--- src/rtl/score_update_controller_if.sv ---
// Move-engine / display-side bundle for the score update controller.
// The producer drives map offers and new_game; the controller returns score state.
interface score_update_controller_if #(
  parameter int SCORE_W   = 24,
  parameter int NUM_CELLS = 16
);

  logic                   req_valid;
  logic                   req_ready;
  logic [4*NUM_CELLS-1:0] merge_map;
  logic                   new_game;
  logic [SCORE_W-1:0]     score;
  logic [SCORE_W-1:0]     best_score;
  logic                   score_updated;
  logic                   busy;

  modport master (
    output req_valid,
    output merge_map,
    output new_game,
    input  req_ready,
    input  score,
    input  best_score,
    input  score_updated,
    input  busy
  );

  modport slave (
    input  req_valid,
    input  merge_map,
    input  new_game,
    output req_ready,
    output score,
    output best_score,
    output score_updated,
    output busy
  );

endinterface

--- src/rtl/score_update_controller.sv ---
// Serial 2048 score accumulator: scans one merge-map cell per cycle through a
// single saturating adder, then commits the running score and tracks the best.
module score_update_controller #(
  parameter int SCORE_W   = 24,
  parameter int NUM_CELLS = 16
) (
  input logic                      clk,
  input logic                      rst,
  score_update_controller_if.slave bus
);

  localparam int IDX_W = $clog2(NUM_CELLS);

  typedef enum logic [1:0] {
    IDLE   = 2'd0,
    SCAN   = 2'd1,
    COMMIT = 2'd2
  } state_t;

  state_t                 r_state;
  state_t                 w_nextState;

  logic [4*NUM_CELLS-1:0] r_map;
  logic [IDX_W-1:0]       r_idx;
  logic [SCORE_W-1:0]     r_acc;
  logic [SCORE_W-1:0]     r_score;
  logic [SCORE_W-1:0]     r_best;
  logic                   r_updated;

  logic [3:0]             w_cell;
  logic [SCORE_W-1:0]     w_addend;
  logic [SCORE_W:0]       w_sum;
  logic [SCORE_W-1:0]     w_satSum;
  logic                   w_lastCell;

  assign w_cell     = r_map[{r_idx, 2'b00} +: 4];
  assign w_addend   = (w_cell == 4'd0) ? '0 : (SCORE_W'(1) << w_cell);
  assign w_sum      = {1'b0, r_acc} + {1'b0, w_addend};
  // The extra sum bit is the overflow flag; clamp instead of wrapping.
  assign w_satSum   = w_sum[SCORE_W] ? '1 : w_sum[SCORE_W-1:0];
  assign w_lastCell = (r_idx == IDX_W'(NUM_CELLS - 1));

  always_ff @(posedge clk) begin
    if (!rst) begin
      r_state <= IDLE;
    end else begin
      r_state <= w_nextState;
    end
  end

  always_comb begin
    w_nextState = r_state;
    case (r_state)
      IDLE:    if (bus.req_valid) w_nextState = SCAN;
      SCAN:    if (w_lastCell)    w_nextState = COMMIT;
      COMMIT:                     w_nextState = IDLE;
      default:                    w_nextState = IDLE;
    endcase
    // A new game aborts everything, including a simultaneous accept.
    if (bus.new_game) begin
      w_nextState = IDLE;
    end
  end

  always_ff @(posedge clk) begin
    if (!rst) begin
      r_map     <= '0;
      r_idx     <= '0;
      r_acc     <= '0;
      r_score   <= '0;
      r_best    <= '0;
      r_updated <= 1'b0;
    end else if (bus.new_game) begin
      r_idx     <= '0;
      r_acc     <= '0;
      r_score   <= '0;
      r_updated <= 1'b0;
    end else begin
      r_updated <= 1'b0;
      case (r_state)
        IDLE: begin
          if (bus.req_valid) begin
            r_map <= bus.merge_map;
            r_acc <= r_score;
            r_idx <= '0;
          end
        end
        SCAN: begin
          if (w_cell != 4'd0) begin
            r_acc <= w_satSum;
          end
          r_idx <= r_idx + IDX_W'(1);
        end
        COMMIT: begin
          r_score   <= r_acc;
          r_updated <= 1'b1;
          if (r_acc > r_best) begin
            r_best <= r_acc;
          end
        end
        default: begin
        end
      endcase
    end
  end

  assign bus.req_ready     = (r_state == IDLE);
  assign bus.busy          = (r_state != IDLE);
  assign bus.score         = r_score;
  assign bus.best_score    = r_best;
  assign bus.score_updated = r_updated;

endmodule

--- src/flat_wrapper.sv ---
// flat-port wrapper written by rule: the top's interface ports become plain ports
module score_update_controller_flat 
#(
  parameter int SCORE_W   = 24,
  parameter int NUM_CELLS = 16
)
  (clk, rst, bus_req_valid, bus_merge_map, bus_new_game, bus_req_ready, bus_score, bus_best_score, bus_score_updated, bus_busy);
  score_update_controller_if #(.SCORE_W(SCORE_W), .NUM_CELLS(NUM_CELLS)) bus_i ();
  input logic clk;
  input logic rst;
  input wire logic [$bits(bus_i.req_valid)-1:0] bus_req_valid;
  input wire logic [$bits(bus_i.merge_map)-1:0] bus_merge_map;
  input wire logic [$bits(bus_i.new_game)-1:0] bus_new_game;
  output wire logic [$bits(bus_i.req_ready)-1:0] bus_req_ready;
  output wire logic [$bits(bus_i.score)-1:0] bus_score;
  output wire logic [$bits(bus_i.best_score)-1:0] bus_best_score;
  output wire logic [$bits(bus_i.score_updated)-1:0] bus_score_updated;
  output wire logic [$bits(bus_i.busy)-1:0] bus_busy;
  assign bus_i.req_valid = bus_req_valid;
  assign bus_i.merge_map = bus_merge_map;
  assign bus_i.new_game = bus_new_game;
  assign bus_req_ready = bus_i.req_ready;
  assign bus_score = bus_i.score;
  assign bus_best_score = bus_i.best_score;
  assign bus_score_updated = bus_i.score_updated;
  assign bus_busy = bus_i.busy;
  score_update_controller #(.SCORE_W(SCORE_W), .NUM_CELLS(NUM_CELLS)) u_core (.clk(clk), .rst(rst), .bus(bus_i));
endmodule
--- config.mk ---
export PLATFORM = sky130hd
export DESIGN_NAME = score_update_controller_flat
export DESIGN_NICKNAME = d
export VERILOG_FILES = /design/src/rtl/score_update_controller_if.sv /design/src/rtl/score_update_controller.sv /design/src/flat_wrapper.sv
export SDC_FILE = /design/constraint.sdc
export NUM_CORES = 1
export LEC_CHECK = 0
export CORE_MARGIN = 4
export CORE_UTILIZATION = 54
export DETAILED_ROUTE_END_ITERATION = 8
export PLACE_DENSITY = 0.8
export SETUP_SLACK_MARGIN = 0.5
export SYNTH_ARGS = -nofsm -noshare
export SYNTH_HDL_FRONTEND = slang
export SYNTH_SLANG_ARGS = --single-unit
--- constraint.sdc ---
create_clock -name clk -period 4.2 [get_ports clk]
set_input_delay 1.05 -clock clk [delete_from_list [all_inputs] [get_ports clk]]
set_output_delay 1.05 -clock clk [all_outputs]
set_load 0.01 [all_outputs]
; Word level (Yosys, flattened, before mapping)
; Index checks and enable logic that the tools add are counted.
[totals]
reg_bits = 143
in_bits = 68
output_inout_bits = 51
[op_classes]
add_sub_neg = 2
n_lt_le_gt_ge = 1
n_eq_ne = 6
shift = 2
n_mux = 11
bitwise = 2
reduce_logical = 11
[ops]
columns = op, n
row1 = $mux W24, 4
row2 = $shiftx A64 B7 Y4, 1
row3 = $pmux W24 S2, 1
row4 = $add A24 B24 Y25, 1
row5 = $gt A24 B24 Y1, 1
row6 = $shl A1 B4 Y24 const A, 1
row7 = $reduce_and A3 Y1, 3
row8 = $pmux W4 S2, 1
row9 = $add A4 B1 Y4 const B, 1
row10 = $eq A4 B4 Y1 const B, 1
row11 = $logic_not A4 Y1, 1
row12 = $mux W2, 2
row13 = $mux W4, 1
row14 = $ne A2 B1 Y1 const B, 2
row15 = $pmux W2 S2, 1
row16 = $reduce_and A2 Y1, 2
row17 = $reduce_bool A2 Y1, 2
row18 = $reduce_bool A4 Y1, 1
row19 = $eq A2 B1 Y1 const B, 1
row20 = $eq A2 B2 Y1 const B, 1
row21 = $logic_not A2 Y1, 1
row22 = $ne A2 B2 Y1 const B, 1
row23 = $not A1 Y1, 2
row24 = $reduce_or A2 Y1, 1
row25 = $mux W1, 1

; Longest topological paths before layout
[logic_depth]
ltp_word = 7
depth_mapped = 17
mapped_depth_nobuf = 15

; Worst setup path after synthesis
; Ideal clock, no wire load.
[synth_timing]
kind = register to register
from = reg u_core.r_idx[1]
to = reg u_core.r_acc[17]
setup_time_ns = 0.091
arrival_ns = 3.608
path_slack_ns = 0.501
path_stages_with_launch = 15
n_path_buf = 1
period_less_slack_ns = 3.699
path_cell_list = dfxtp_1 > buf_6 > mux4_2 > mux2_2 > o21ai_2 > nand2b_1 > nor2_1 > ha_1 > a2111oi_0 > o21ai_0 > nand2_1 > o31ai_1 > a221oi_1 > nor3b_1 > a311oi_1
[synth_via]
elab_chain_cells = 7
elab_cells_between_ends = 11
classes_between = 1 x add/sub / 1 x eq/ne / 2 x shift / 4 x mux / 3 x reduce/logical
[synth_lines]
columns = element, line
row1 = "start, declared", score_update_controller.sv:24  ; logic [IDX_W-1:0] r_idx;
row2 = "start signal, assigned", score_update_controller.sv:92  ; r_idx <= r_idx + IDX_W'(1);
row3 = $shiftx A64 B7 Y4 *, score_update_controller.sv:36  ; assign w_cell = r_map[{r_idx, 2'b00} +: 4];
row4 = $logic_not A4 Y1 or $shl A1 B4 Y24 (tied branches), score_update_controller.sv:37  ; assign w_addend = (w_cell == 4'd0) ? '0 : (SCORE_W'(1) << w_cell);
row5 = $mux W24, score_update_controller.sv:37
row6 = $add A24 B24 Y25, score_update_controller.sv:38  ; assign w_sum = {1'b0, r_acc} + {1'b0, w_addend};
row7 = $mux W24, score_update_controller.sv:40  ; assign w_satSum = w_sum[SCORE_W] ? '1 : w_sum[SCORE_W-1:0];
row8 = $mux W24, score_update_controller.sv:89  ; if (w_cell != 4'd0) begin
row9 = $pmux W24 S2, score_update_controller.sv:80  ; case (r_state)
row10 = "end signal, assigned", score_update_controller.sv:84  ; r_acc <= r_score;
row11 = "end signal, assigned", score_update_controller.sv:90  ; r_acc <= w_satSum;
row12 = "end, declared", score_update_controller.sv:25  ; logic [SCORE_W-1:0] r_acc;
; Every way passes the cells marked *; elsewhere a longest branch is shown, timed or not. The select of a mux whose other input is x is not followed.
; A chain may end at the register's enable or synchronous reset.

; Worst setup path in the final report
[layout_timing]
from = reg u_core.r_idx[1]
to = reg u_core.r_acc[10]
; The elaborated chain is that of the path after synthesis.

==> load_flow_metrics.sql <==
INSERT INTO impl_metrics (metric_group, metric, value, unit) VALUES
('clocking', 'htree_depth', '4', ''),
('floorplan', 'die_h', '126', 'um'),
('worst_setup_path', 'crit_top_cell', 'sky130_fd_sc_hd__a21oi_1', ''),
('timing', 'finalSetupViolations', '0', ''),
('finish', 'nets', '1132', ''),
('worst_setup_path', 'worst-endpoint-arrival', '4.01', 'ns'),
('clocking', 'clk_root_buffer_cell', 'sky130_fd_sc_hd__clkbuf_16', ''),
('drt', 'met3RoutedLength', '1540', 'um'),
('logic_synthesis', 'synth_cells', '905', ''),
('logic_synthesis', 'area_fraction_in_compound_gates_after_synthesis', '19.4', '%'),
('logic_synthesis', 'async_flop_share', '0', '%'),
('power_and_ir_drop', 'power.ir.vdd_worst', '0.305', 'mV'),
('drt', 'iter_0_drt_violations', '675', ''),
('worst_setup_path', 'number_of_cells_on_the_worst_reg_to_reg_path', '15', ''),
('logic_synthesis', 'mux_share_of_post_synthesis_cell_area', '8.70', '%'),
('finish', 'mostFrequentLayoutCell', 'sky130_fd_sc_hd__nand2_1', ''),
('logic_synthesis', 'synth-seq-area-share', '38.1', '%'),
('power_and_ir_drop', 'leakagePower', '3.57', 'nW'),
('worst_setup_path', 'crit_slowest_cell', 'sky130_fd_sc_hd__mux4_2', ''),
('logic_synthesis', 'dominantRegCellSynth', 'sky130_fd_sc_hd__dfxtp_1', ''),
('global_routing', 'grt_start_max_net_pins', '114', ''),
('timing', 'final_critical_path_share_of_the_clock_period', '88.5', '%'),
('min_path', 'path_type_of_the_worst_min_delay_path', 'reg -> reg', ''),
('logic_synthesis', 'synthAdderAreaFrac', '7.09', '%'),
('drt', 'top_layer', 'met4', ''),
('power_and_ir_drop', 'totalPowerFinal', '0.00337', 'W'),
('clocking', 'cts_tree', 'yes', ''),
('global_routing', 'antenna_violations_before_repair', '0', ''),
('drt', 'dr_total_vias', '7017', ''),
('clocking', 'post_cts_hold_buffer_count', '0', ''),
('clocking', 'clock_latency', '0.43', 'ns'),
('logic_synthesis', 'synth.ff_latch_count', '143', ''),
('worst_setup_path', 'critPathMaxStageDelay', '0.50', 'ns'),
('placed_design', 'buffer_ports.inserted', '118', ''),
('global_routing', 'grt_pass1_vias', '6591', ''),
('timing', 'max_slew.worst_pin.slew', '0.983', 'ns'),
('logic_synthesis', 'xor_and_xnor_fraction_of_the_mapped_netlist_area', '1.63', '%'),
('clocking', 'numCtsBuffers', '17', ''),
('drt', 'met2RoutedLength', '10100', 'um'),
('finish', 'fillers', '999', ''),
('worst_setup_path', 'worst-endpoint-required', '4.50', 'ns'),
('clocking', 'number_of_sinks_on_the_clock_net', '143', ''),
('placed_design', 'place_area', '8840', 'sq um'),
('logic_synthesis', 'syn-num-nets', '1015', ''),
('placed_design', 'globalplace.congestion', '0.933', ''),
('placed_design', 'pre_cts_ws', '0.0753', 'ns'),
('worst_setup_path', 'worstPathCellList', 'buf_12, mux4_2, mux2_2, o21ai_4, nand2b_4, nor2_1, ha_4, a21oi_1, nand2_1, or2_2, a31oi_2, o21ai_1, xor2_1, o221ai_1, a21oi_1', ''),
('timing', 'count_of_pins_over_their_slew_limit', '0', ''),
('timing', 'rsz_0062_raised_after_global_routing', 'yes', ''),
('worst_setup_path', 'ff2ff_setup_slack', '0.48', 'ns'),
('worst_setup_path', 'crit_path_kind', 'reg -> reg', ''),
('placed_design', 'post-dp-hpwl', '13700', 'um'),
('finish', 'diodes', '0', ''),
('finish', 'layout.cells.most_common_list', 'sky130_fd_sc_hd__nand2_1 (255), sky130_fd_sc_hd__dfxtp_1 (141), sky130_fd_sc_hd__clkdlybuf4s50_1 (117)', ''),
('logic_synthesis', 'synth-edff-count', '0', ''),
('run', 'maxCapViolCount', '0', ''),
('timing', 'final.setup.worst_slack', '0.485', 'ns'),
('drt', 'post-route-drc-count', '0', ''),
('min_path', 'worstHoldEndpoint', 'u_core.r_map[8]', ''),
('floorplan', 'start_util', '55.9', '%'),
('global_routing', 'global_route_wire_length_before_repair', '32400', 'um'),
('status', 'run_status', 'finished clean', ''),
('drt', 'drtAntennaViolNets', '0', ''),
('timing', 'finalWorstPathRequiredPeriod', '3.72', 'ns'),
('logic_synthesis', 'netlist-cell-type-count', '57', ''),
('worst_setup_path', 'worstReg2RegStart', 'u_core.r_idx[1]', ''),
('logic_synthesis', 'synth_top_family_by_area', 'simple AND/OR/NAND/NOR gates', ''),
('timing', 'slew_headroom', '34.5', '%'),
('finish', 'syn2layout_area_growth', '32.2', '%'),
('worst_setup_path', 'r2r-end', 'u_core.r_acc[10]', ''),
('timing', 'fin_worst_skew', '0.00761', 'ns');
## kinds of logic (layout without fill, tap and decap cells)
kind of cell / count (synthesis) / in the layout
flops: 143 / 143
fa+ha+maj: 42 / 42
compound gates: 217 / 217
xor+xnor: 14 / 14
other cells: 1 / 1
simple gates: 356 / 356
buf+inv: 87 / 217
mux: 45 / 45
## registers in the layout, indices dropped and copies added, names as in the netlist
| name | flops |
|---|---|
| u_core.bus.score | 24 |
| u_core.r_idx | 4 |
| u_core.r_acc | 24 |
| u_core.r_state | 2 |
| u_core.bus.score_updated | 1 |
| u_core.bus.best_score | 24 |
| u_core.r_map | 64 |
## per-layer routing
| layer | GRT usage, % | up-vias |
|---|---|---|
| met4 | 9.65 | 0 |
| met2 | 41.0 | 316 |
| met5 | 0 | - |
| li1 | - | 3365 |
| met1 | 31.6 | 3277 |
| met3 | 5.97 | 59 |
## power breakdown
group	leakage (nW)	internal, W	switching [W]	total [W]
Clock	0.296	0.00101	0.000602	0.00161
Sequential	1.16	0.00139	0.0000312	0.00142
Combinational	2.11	0.000165	0.000173	0.000338
Total	3.57	0.00257	0.000806	0.00337
## cells in the mapped netlist, types with 8 or more instances
master,count,area share (%)
sky130_fd_sc_hd__a21boi_0,64,6.4
sky130_fd_sc_hd__a21o_1,13,1.3
sky130_fd_sc_hd__a21oi_1,57,3.8
sky130_fd_sc_hd__clkbuf_1,40,2.0
sky130_fd_sc_hd__dfxtp_1,143,38
sky130_fd_sc_hd__ha_1,41,6.8
sky130_fd_sc_hd__inv_1,29,1.4
sky130_fd_sc_hd__mux2i_1,26,3.5
sky130_fd_sc_hd__mux4_2,16,4.8
sky130_fd_sc_hd__nand2_1,257,13
sky130_fd_sc_hd__nand2b_1,13,1.1
sky130_fd_sc_hd__nand3_1,15,1.0
sky130_fd_sc_hd__nor2_1,36,1.8
sky130_fd_sc_hd__o21ai_0,18,1.2
sky130_fd_sc_hd__o22ai_1,22,1.8
sky130_fd_sc_hd__xnor2_1,8,0.93
## per-stage QoR
| step | cells | hold slack, ns | util [%] |
|---|---|---|---|
| 6_report | 1211 | 0.464 | 73.9 |
| 2_1_floorplan | 905 | 0.440 | - |
| 5_1_grt | 1211 | 0.491 | 73.9 |
| 3_3_place_gp | 1163 | 0.452 | 65.7 |
| 3_5_place_dp | 1163 | 0.458 | 65.7 |
| 4_1_cts | 1202 | 0.466 | 71.6 |
## worst min-delay path: stages (launching register included)
cell	delay, ns
sky130_fd_sc_hd__dfxtp_1	0.31
sky130_fd_sc_hd__nand2_1	0.04
sky130_fd_sc_hd__a21boi_0	0.06
## area by class of cell
| class | count | area share (%) |
|---|---|---|
| inverters | 29 | 1.10 |
| repair buffers | 156 | 15.3 |
| well taps | 176 | 2.22 |
| flip-flops and latches | 143 | 28.9 |
| clock buffers | 19 | 4.46 |
| multi-input cells | 675 | 46.2 |
| clock inverters | 13 | 1.88 |
## worst max path at each step
stage                                from               end  slack, ns  cells past startpoint
after floorplan           u_core.r_idx[1]  u_core.r_acc[17]       0.50                     14
after global placement    u_core.r_idx[0]  u_core.r_acc[21]       0.14                     14
after detailed placement  u_core.r_idx[0]  u_core.r_acc[17]       0.08                     14
after CTS                 u_core.r_idx[1]  u_core.r_acc[10]       0.50                     15
after global routing      u_core.r_idx[0]  u_core.r_acc[18]       0.33                     15
final                     u_core.r_idx[1]  u_core.r_acc[10]       0.48                     15
## what timing repair did
action | 4_1_cts | 5_1_grt
endpoints found under the setup margin | 24 | 24
pin swaps | 4 | 23
cloned | 0 | 1
gates resized for setup | 19 | 56
endpoints found under the hold margin | 0 | 0
setup buffers | 7 | 8
No activity file was read; power rests on OpenSTA's default activity.
